**src/rtl/histogram_pkg.sv**
```systemverilog
// rtl/histogram_pkg.sv - states, err_flags bit indices and width helpers for histogram_frame_ctrl
// HISTO_FRAME_TIMEOUT_EN adds ERR_TIMEOUT and widens err_flags to 5 bits.
package histogram_pkg;

    typedef enum logic [2:0] {
        IDLE,
        WAIT_RDY,
        ACCUM,
        FLUSH,
        READOUT,
        DONE
    } state_e;

    localparam int ERR_CFG   = 0;
    localparam int ERR_SHORT = 1;
    localparam int ERR_LONG  = 2;
    localparam int ERR_BINS  = 3;
`ifdef HISTO_FRAME_TIMEOUT_EN
    localparam int ERR_TIMEOUT = 4;
    localparam int ERR_W       = 5;
`else
    localparam int ERR_W       = 4;
`endif

    // Counter width able to hold 0..n-1, never narrower than one bit.
    function automatic int cnt_w(input int n);
        return (n > 2) ? $clog2(n) : 1;
    endfunction

endpackage

```
**src/rtl/histo_beat_cnt.sv**
```systemverilog
// rtl/histo_beat_cnt.sv - beat counter with loadable terminal value and terminal-count flag
module histo_beat_cnt #(
    parameter int P_W = 16
) (
    input  logic           clk,
    input  logic           rst_n,
    input  logic           i_clear,
    input  logic           i_load,
    input  logic [P_W-1:0] i_term,
    input  logic           i_inc,
    output logic           o_tc
);

    logic [P_W-1:0] r_cnt;
    logic [P_W-1:0] r_term;

    // Load restarts the count and latches the terminal value; increments saturate.
    always_ff @(posedge clk or negedge rst_n) begin
        if (!rst_n) begin
            r_cnt  <= '0;
            r_term <= '0;
        end else if (i_clear) begin
            r_cnt  <= '0;
        end else if (i_load) begin
            r_cnt  <= '0;
            r_term <= i_term;
        end else if (i_inc && (r_cnt != '1)) begin
            r_cnt  <= r_cnt + 1'b1;
        end
    end

    assign o_tc = (r_cnt == r_term);

endmodule

```
**src/rtl/histogram_frame_ctrl.sv**
```systemverilog
// rtl/histogram_frame_ctrl.sv - frame sequencer gating pixels into histogram_calc and forwarding its bins
// HISTO_FRAME_TIMEOUT_EN enables the stall watchdog (P_TO_CYC) and err_flags bit 4.
module histogram_frame_ctrl
    import histogram_pkg::*;
#(
    parameter int P_DW      = 3,
    parameter int P_NUM_BIN = 8,
    parameter int P_CW      = 3,
    parameter int P_LW      = 16
`ifdef HISTO_FRAME_TIMEOUT_EN
    ,
    parameter int P_TO_CYC  = 1024
`endif
) (
    input  logic             aclk,
    input  logic             areset_n,
    input  logic             start,
    input  logic             abort,
    input  logic [P_LW-1:0]  cfg_frame_len,
    input  logic [P_DW-1:0]  s_tdata,
    input  logic             s_tvalid,
    input  logic             s_tlast,
    output logic             s_tready,
    input  logic             histo_ready,
    output logic [P_DW-1:0]  histo_data_i,
    output logic             rx_valid,
    output logic             rx_done,
    input  logic [P_CW-1:0]  core_tdata,
    input  logic             core_tvalid,
    input  logic             core_tlast,
    output logic             core_tready,
    output logic [P_CW-1:0]  m_tdata,
    output logic             m_tvalid,
    output logic             m_tlast,
    input  logic             m_tready,
    output logic             busy,
    output logic             done,
    output logic [ERR_W-1:0] err_flags
);

    localparam int LP_BW = cnt_w(P_NUM_BIN);

    state_e            r_state;
    state_e            w_next;
    logic [ERR_W-1:0]  r_err;
    logic [ERR_W-1:0]  w_err_set;
    logic [P_DW-1:0]   r_histo_data;
    logic              r_rx_valid;
    logic              r_rx_done;
    logic              w_beat_s;
    logic              w_beat_m;
    logic              w_pix_tc;
    logic              w_bin_tc;
    logic              w_start_ok;
    logic              w_kill;
    logic              w_expire;

    assign w_beat_s   = (r_state == ACCUM) && s_tvalid;
    assign w_beat_m   = (r_state == READOUT) && core_tvalid && m_tready;
    assign w_start_ok = (r_state == IDLE) && start && !abort && (cfg_frame_len != '0);
    assign w_kill     = abort || w_expire;

    histo_beat_cnt #(.P_W(P_LW)) u_pix_cnt (
        .clk     (aclk),
        .rst_n   (areset_n),
        .i_clear (w_kill),
        .i_load  (w_start_ok),
        .i_term  (cfg_frame_len - 1'b1),
        .i_inc   (w_beat_s),
        .o_tc    (w_pix_tc)
    );

    histo_beat_cnt #(.P_W(LP_BW)) u_bin_cnt (
        .clk     (aclk),
        .rst_n   (areset_n),
        .i_clear (w_kill),
        .i_load  (w_start_ok),
        .i_term  (LP_BW'(P_NUM_BIN - 1)),
        .i_inc   (w_beat_m),
        .o_tc    (w_bin_tc)
    );

`ifdef HISTO_FRAME_TIMEOUT_EN
    localparam int LP_TW = cnt_w(P_TO_CYC);
    logic [LP_TW-1:0] r_to_cnt;
    logic             w_to_watch;
    logic             w_to_reload;

    assign w_to_watch  = (r_state == WAIT_RDY) || (r_state == ACCUM) || (r_state == READOUT);
    assign w_to_reload = !w_to_watch || w_beat_s || w_beat_m ||
                         ((r_state == WAIT_RDY) && histo_ready);
    assign w_expire    = w_to_watch && !w_to_reload && (r_to_cnt == '0);

    always_ff @(posedge aclk or negedge areset_n) begin
        if (!areset_n) begin
            r_to_cnt <= LP_TW'(P_TO_CYC - 1);
        end else if (w_to_reload || abort) begin
            r_to_cnt <= LP_TW'(P_TO_CYC - 1);
        end else if (r_to_cnt != '0) begin
            r_to_cnt <= r_to_cnt - 1'b1;
        end
    end
`else
    assign w_expire = 1'b0;
`endif

    always_comb begin
        w_next    = r_state;
        w_err_set = '0;
        case (r_state)
            IDLE: begin
                if (start) begin
                    if (cfg_frame_len != '0) w_next = WAIT_RDY;
                    else                     w_err_set[ERR_CFG] = 1'b1;
                end
            end
            WAIT_RDY: if (histo_ready) w_next = ACCUM;
            ACCUM: begin
                // Reaching len closes the frame even without s_tlast; an early s_tlast closes it short.
                if (w_beat_s) begin
                    if (w_pix_tc) begin
                        w_next = FLUSH;
                        if (!s_tlast) w_err_set[ERR_LONG] = 1'b1;
                    end else if (s_tlast) begin
                        w_next = FLUSH;
                        w_err_set[ERR_SHORT] = 1'b1;
                    end
                end
            end
            FLUSH: w_next = READOUT;
            READOUT: begin
                if (w_beat_m) begin
                    if (core_tlast) begin
                        w_next = DONE;
                        if (!w_bin_tc) w_err_set[ERR_BINS] = 1'b1;
                    end else if (w_bin_tc) begin
                        w_next = DONE;
                        w_err_set[ERR_BINS] = 1'b1;
                    end
                end
            end
            DONE:    w_next = IDLE;
            default: w_next = IDLE;
        endcase
        if (w_kill) begin
            w_next    = IDLE;
            w_err_set = '0;
        end
`ifdef HISTO_FRAME_TIMEOUT_EN
        if (w_expire && !abort) w_err_set[ERR_TIMEOUT] = 1'b1;
`endif
    end

    always_ff @(posedge aclk or negedge areset_n) begin
        if (!areset_n) begin
            r_state      <= IDLE;
            r_err        <= '0;
            r_histo_data <= '0;
            r_rx_valid   <= 1'b0;
            r_rx_done    <= 1'b0;
        end else begin
            r_state    <= w_next;
            r_err      <= w_start_ok ? '0 : (r_err | w_err_set);
            r_rx_valid <= w_beat_s && !abort;
            r_rx_done  <= (r_state == FLUSH) && !abort;
            if (w_beat_s) r_histo_data <= s_tdata;
        end
    end

    assign s_tready     = (r_state == ACCUM);
    assign histo_data_i = r_histo_data;
    assign rx_valid     = r_rx_valid;
    assign rx_done      = r_rx_done;
    assign core_tready  = (r_state == READOUT) && m_tready;
    assign m_tvalid     = (r_state == READOUT) && core_tvalid;
    assign m_tlast      = (r_state == READOUT) && core_tlast;
    assign m_tdata      = (r_state == READOUT) ? core_tdata : '0;
    assign busy         = (r_state != IDLE);
    assign done         = (r_state == DONE);
    assign err_flags    = r_err;

endmodule
```
**config.mk**
```make
export PLATFORM = sky130hd
export DESIGN_NAME = histogram_frame_ctrl
export DESIGN_NICKNAME = d
export VERILOG_FILES = /design/src/rtl/histogram_pkg.sv /design/src/rtl/histo_beat_cnt.sv /design/src/rtl/histogram_frame_ctrl.sv
export SDC_FILE = /design/constraint.sdc
export NUM_CORES = 1
export LEC_CHECK = 0
export CORE_ASPECT_RATIO = 1.25
export CORE_UTILIZATION = 52
export DETAILED_ROUTE_END_ITERATION = 7
export PLACE_DENSITY = 0.91
export REMOVE_ABC_BUFFERS = 1
export SYNTH_ARGS = -nofsm -noshare
export SYNTH_HDL_FRONTEND = slang
export SYNTH_SLANG_ARGS = --single-unit
```
**constraint.sdc**
```tcl
create_clock -name aclk -period 2.5 [get_ports aclk]
set_clock_uncertainty 0.2 [all_clocks]
set_input_delay 0.5 -clock aclk [delete_from_list [all_inputs] [get_ports aclk]]
set_output_delay 0.5 -clock aclk [all_outputs]
set_load 0.01 [all_outputs]
```
==> qor.csv <==
metric;value;unit
Max-Cap Viols;0;
first-pass GRT wire length;10400;microns
kind of end point of the critical path;output pin;
Vias/cell;5.65;
top-count cell post-synth;dfrtp_1;
Residual DRC;0;
Reg clk slew, reported paths;0.09;ns
ys async rst share;1.00;
P_sw;622;uW
initial antenna violation count;0;
Yosys reg bits;48;
Post-synth EDFFs;0;
Hold Fails Final Rpt;0;
worst reg-to-reg setup slack;0.36;ns
row count;29;
die area;5530;sq um
Gate Count Post-Synth;289;
fmax;415;MHz
Pwr Total;2110;uW
switching share of power;0.295;
total CTS buffers;5;
Root Driver;clkbuf_8;
min-delay worst type;in2async;
CP arrival;1.71;ns
GRT Util Overall;0.244;
Avg Inst Size Synth;9.43;sq um
vias post-DR;2344;
Placed Area;3330;sq um
Max H-tree Level;2;
endpoints failing setup;0;
core area;5040;sq um
dpl hpwl;4650;microns
post-synth top area share;0.441;
top_reg_cell synth;dfrtp_1;
Least-Margin Pin Slew;0.585;ns
Slew Limit Fails;0;
IO Port Bufs;49;
Max FO, Critical Path;7;
Post-synth top cells;dfrtp_1, nand2_1, xor2_1;
Synth Cell Area;2720;sq um
worst endpoint required time;1.80;ns
post-layout min period;2.41;ns
DRT antenna net count;0;
synthesis-to-finish area growth;28.1;%
per-cell routed wire length;14.7;microns
CP Launch Type;flip-flop;
CTS Buffer Depth;2;
Logic pwr share;0.255;
Seq/Total Area, Yosys;0.441;
Top Ports;50;
Setup CP Type;reg2out;
P_int;1480;uW
largest net degree at the start of global routing;49;
Synth area leader;dfrtp_1;
Lkg Pwr;0.00168;uW
Die Height;82.9;microns
Initial Utilization;0.540;
Final period util;0.964;
routability congestion estimate;0.882;
final design area excluding fillers;3490;sq um
Max-slew headroom;0.610;
clock network fraction of design power;0.263;
Synth cell types;46;
Starting DRT DRC Count;126;
layout cells sized above 1;0.105;
CTS tree;yes;
global route overflow;0;
drt total wl;6100;microns
Placed Cells;406;
tightest hold margin;0.0796;ns
Ys Warns;0;
status;complete, no violations;
Die Wd;66.7;microns
vias in the first global route;2355;
Worst-Skew Late Latency;0.31;ns
NumNets Final;389;
ANT cells;0;
synth top area cells;dfrtp_1, xor2_1, nand2_1;
pwr dens;604;nW/um^2
Seq pwr share;0.481;
CTS sink count;48;
iteration count of the initial detailed-routing pass;4;
fin cells;415;
RSZ-0062 raised after global routing;false;
Worst VDD drop;0.412;mV
[per-stage QoR]
stage	utilization	setup TNS [ns]	setup slack, ns
2_1_floorplan	-	-0.0157	-0.0157
3_3_place_gp	0.661	0	0.0242
3_5_place_dp	0.661	-0.915	-0.126
4_1_cts	0.685	0	0.00702
5_1_grt	0.692	0	0.0113
6_report	0.692	0	0.0910
[layout make-up]
type                    instances  area [sq um]
fillers                       398          1550
clock inverters                 2          35.0
multi-input cells             224          1450
inverters                       9          33.8
well taps                      62          77.6
flip-flops and latches         48          1200
repair buffers                 64           618
clock buffers                   6          72.6
[layout by cell type (no fill, tap or decap), types with 3 or more instances in the layout]
| cell type | synthesis | layout |
|---|---|---|
| dfrtp_1 | 48 | 47 |
| clkdlybuf4s50_1 | 0 | 40 |
| nand2_1 | 38 | 38 |
| xor2_1 | 25 | 25 |
| nor2_1 | 22 | 22 |
| xnor2_1 | 15 | 15 |
| o21ai_1 | 15 | 15 |
| buf_4 | 1 | 15 |
| nor4_1 | 10 | 10 |
| a21oi_1 | 10 | 10 |
| inv_1 | 9 | 9 |
| and2_1 | 9 | 9 |
| nand4_1 | 9 | 9 |
| nor3_1 | 8 | 8 |
| o21ai_0 | 8 | 8 |
| dlymetal6s2s_1 | 0 | 8 |
| ha_1 | 5 | 5 |
| clkbuf_8 | 0 | 5 |
| and3_1 | 4 | 4 |
| o211ai_1 | 4 | 4 |
| nor2b_2 | 0 | 3 |
| a31oi_1 | 3 | 3 |
| or4_1 | 3 | 3 |
| nand3_1 | 3 | 3 |
| or3_1 | 3 | 3 |
[per-layer routing]
metal,share of wire,global-route usage,vias up
met5,0,0,-
met4,0.032,0.112,0
met3,0.047,0.0398,19
met2,0.53,0.421,82
met1,0.39,0.288,1109
li1,-,-,1134
[critical path, stage by stage, from the launching register on]
cell             delay [ns]
dfrtp_1                0.41
buf_4                  0.18
nor2b_2                0.16
and2_1                 0.14
clkdlybuf4s50_1        0.53
[cell families after synthesis]
kind of cell,Yosys count,synth area share
DFF,48,0.441
AOI/OAI and AO/OA,47,0.0992
adders and majority gates,5,0.0230
muxes,1,0.00367
xor gates and xnor gates,40,0.129
and+or+nand+nor,131,0.270
buffers and inverters,17,0.0344
[sequential cells by signal, indices dropped and copies added (netlist names), 3 cells and up]
signal,flops
u_pix_cnt.r_cnt,16
u_pix_cnt.r_term,16
err_flags,4
histo_data_i,3
r_state,3
u_bin_cnt.r_cnt,3
[final timing paths]
path | startpoint | endpoint | cells after the start
setup / recovery | r_state[1] | done | 4
hold / removal | areset_n | u_pix_cnt.r_cnt[4] | 2
setup reg to reg | u_pix_cnt.r_cnt[0] | u_pix_cnt.r_cnt[9] | 6
hold reg to reg | err_flags[0] | err_flags[0] | 2
max in group asynchronous | areset_n | r_state[0] | 2
min in group aclk | err_flags[0] | err_flags[0] | 2
[power by group through the flow]
| stage | registers [uW] | logic [uW] | clock network (uW) |
|---|---|---|---|
| after floorplan | 1020 | 277 | 0 |
| after global placement | 1020 | 507 | 0 |
| after detailed placement | 1030 | 532 | 0 |
| after CTS | 1010 | 537 | 562 |
| after global routing | 1030 | 605 | 592 |
| final | 1010 | 538 | 554 |
[what timing repair did]
action | 4_1_cts | 5_1_grt
setup endpoints to repair | 6 | 10
buffers inserted | 1 | 0
hold buffers | 0 | 0
resized for setup | 1 | 13
endpoints found under the hold margin | 0 | 0
pin swaps | 1 | 0
Note: power is estimated with default switching activity, not from simulation.
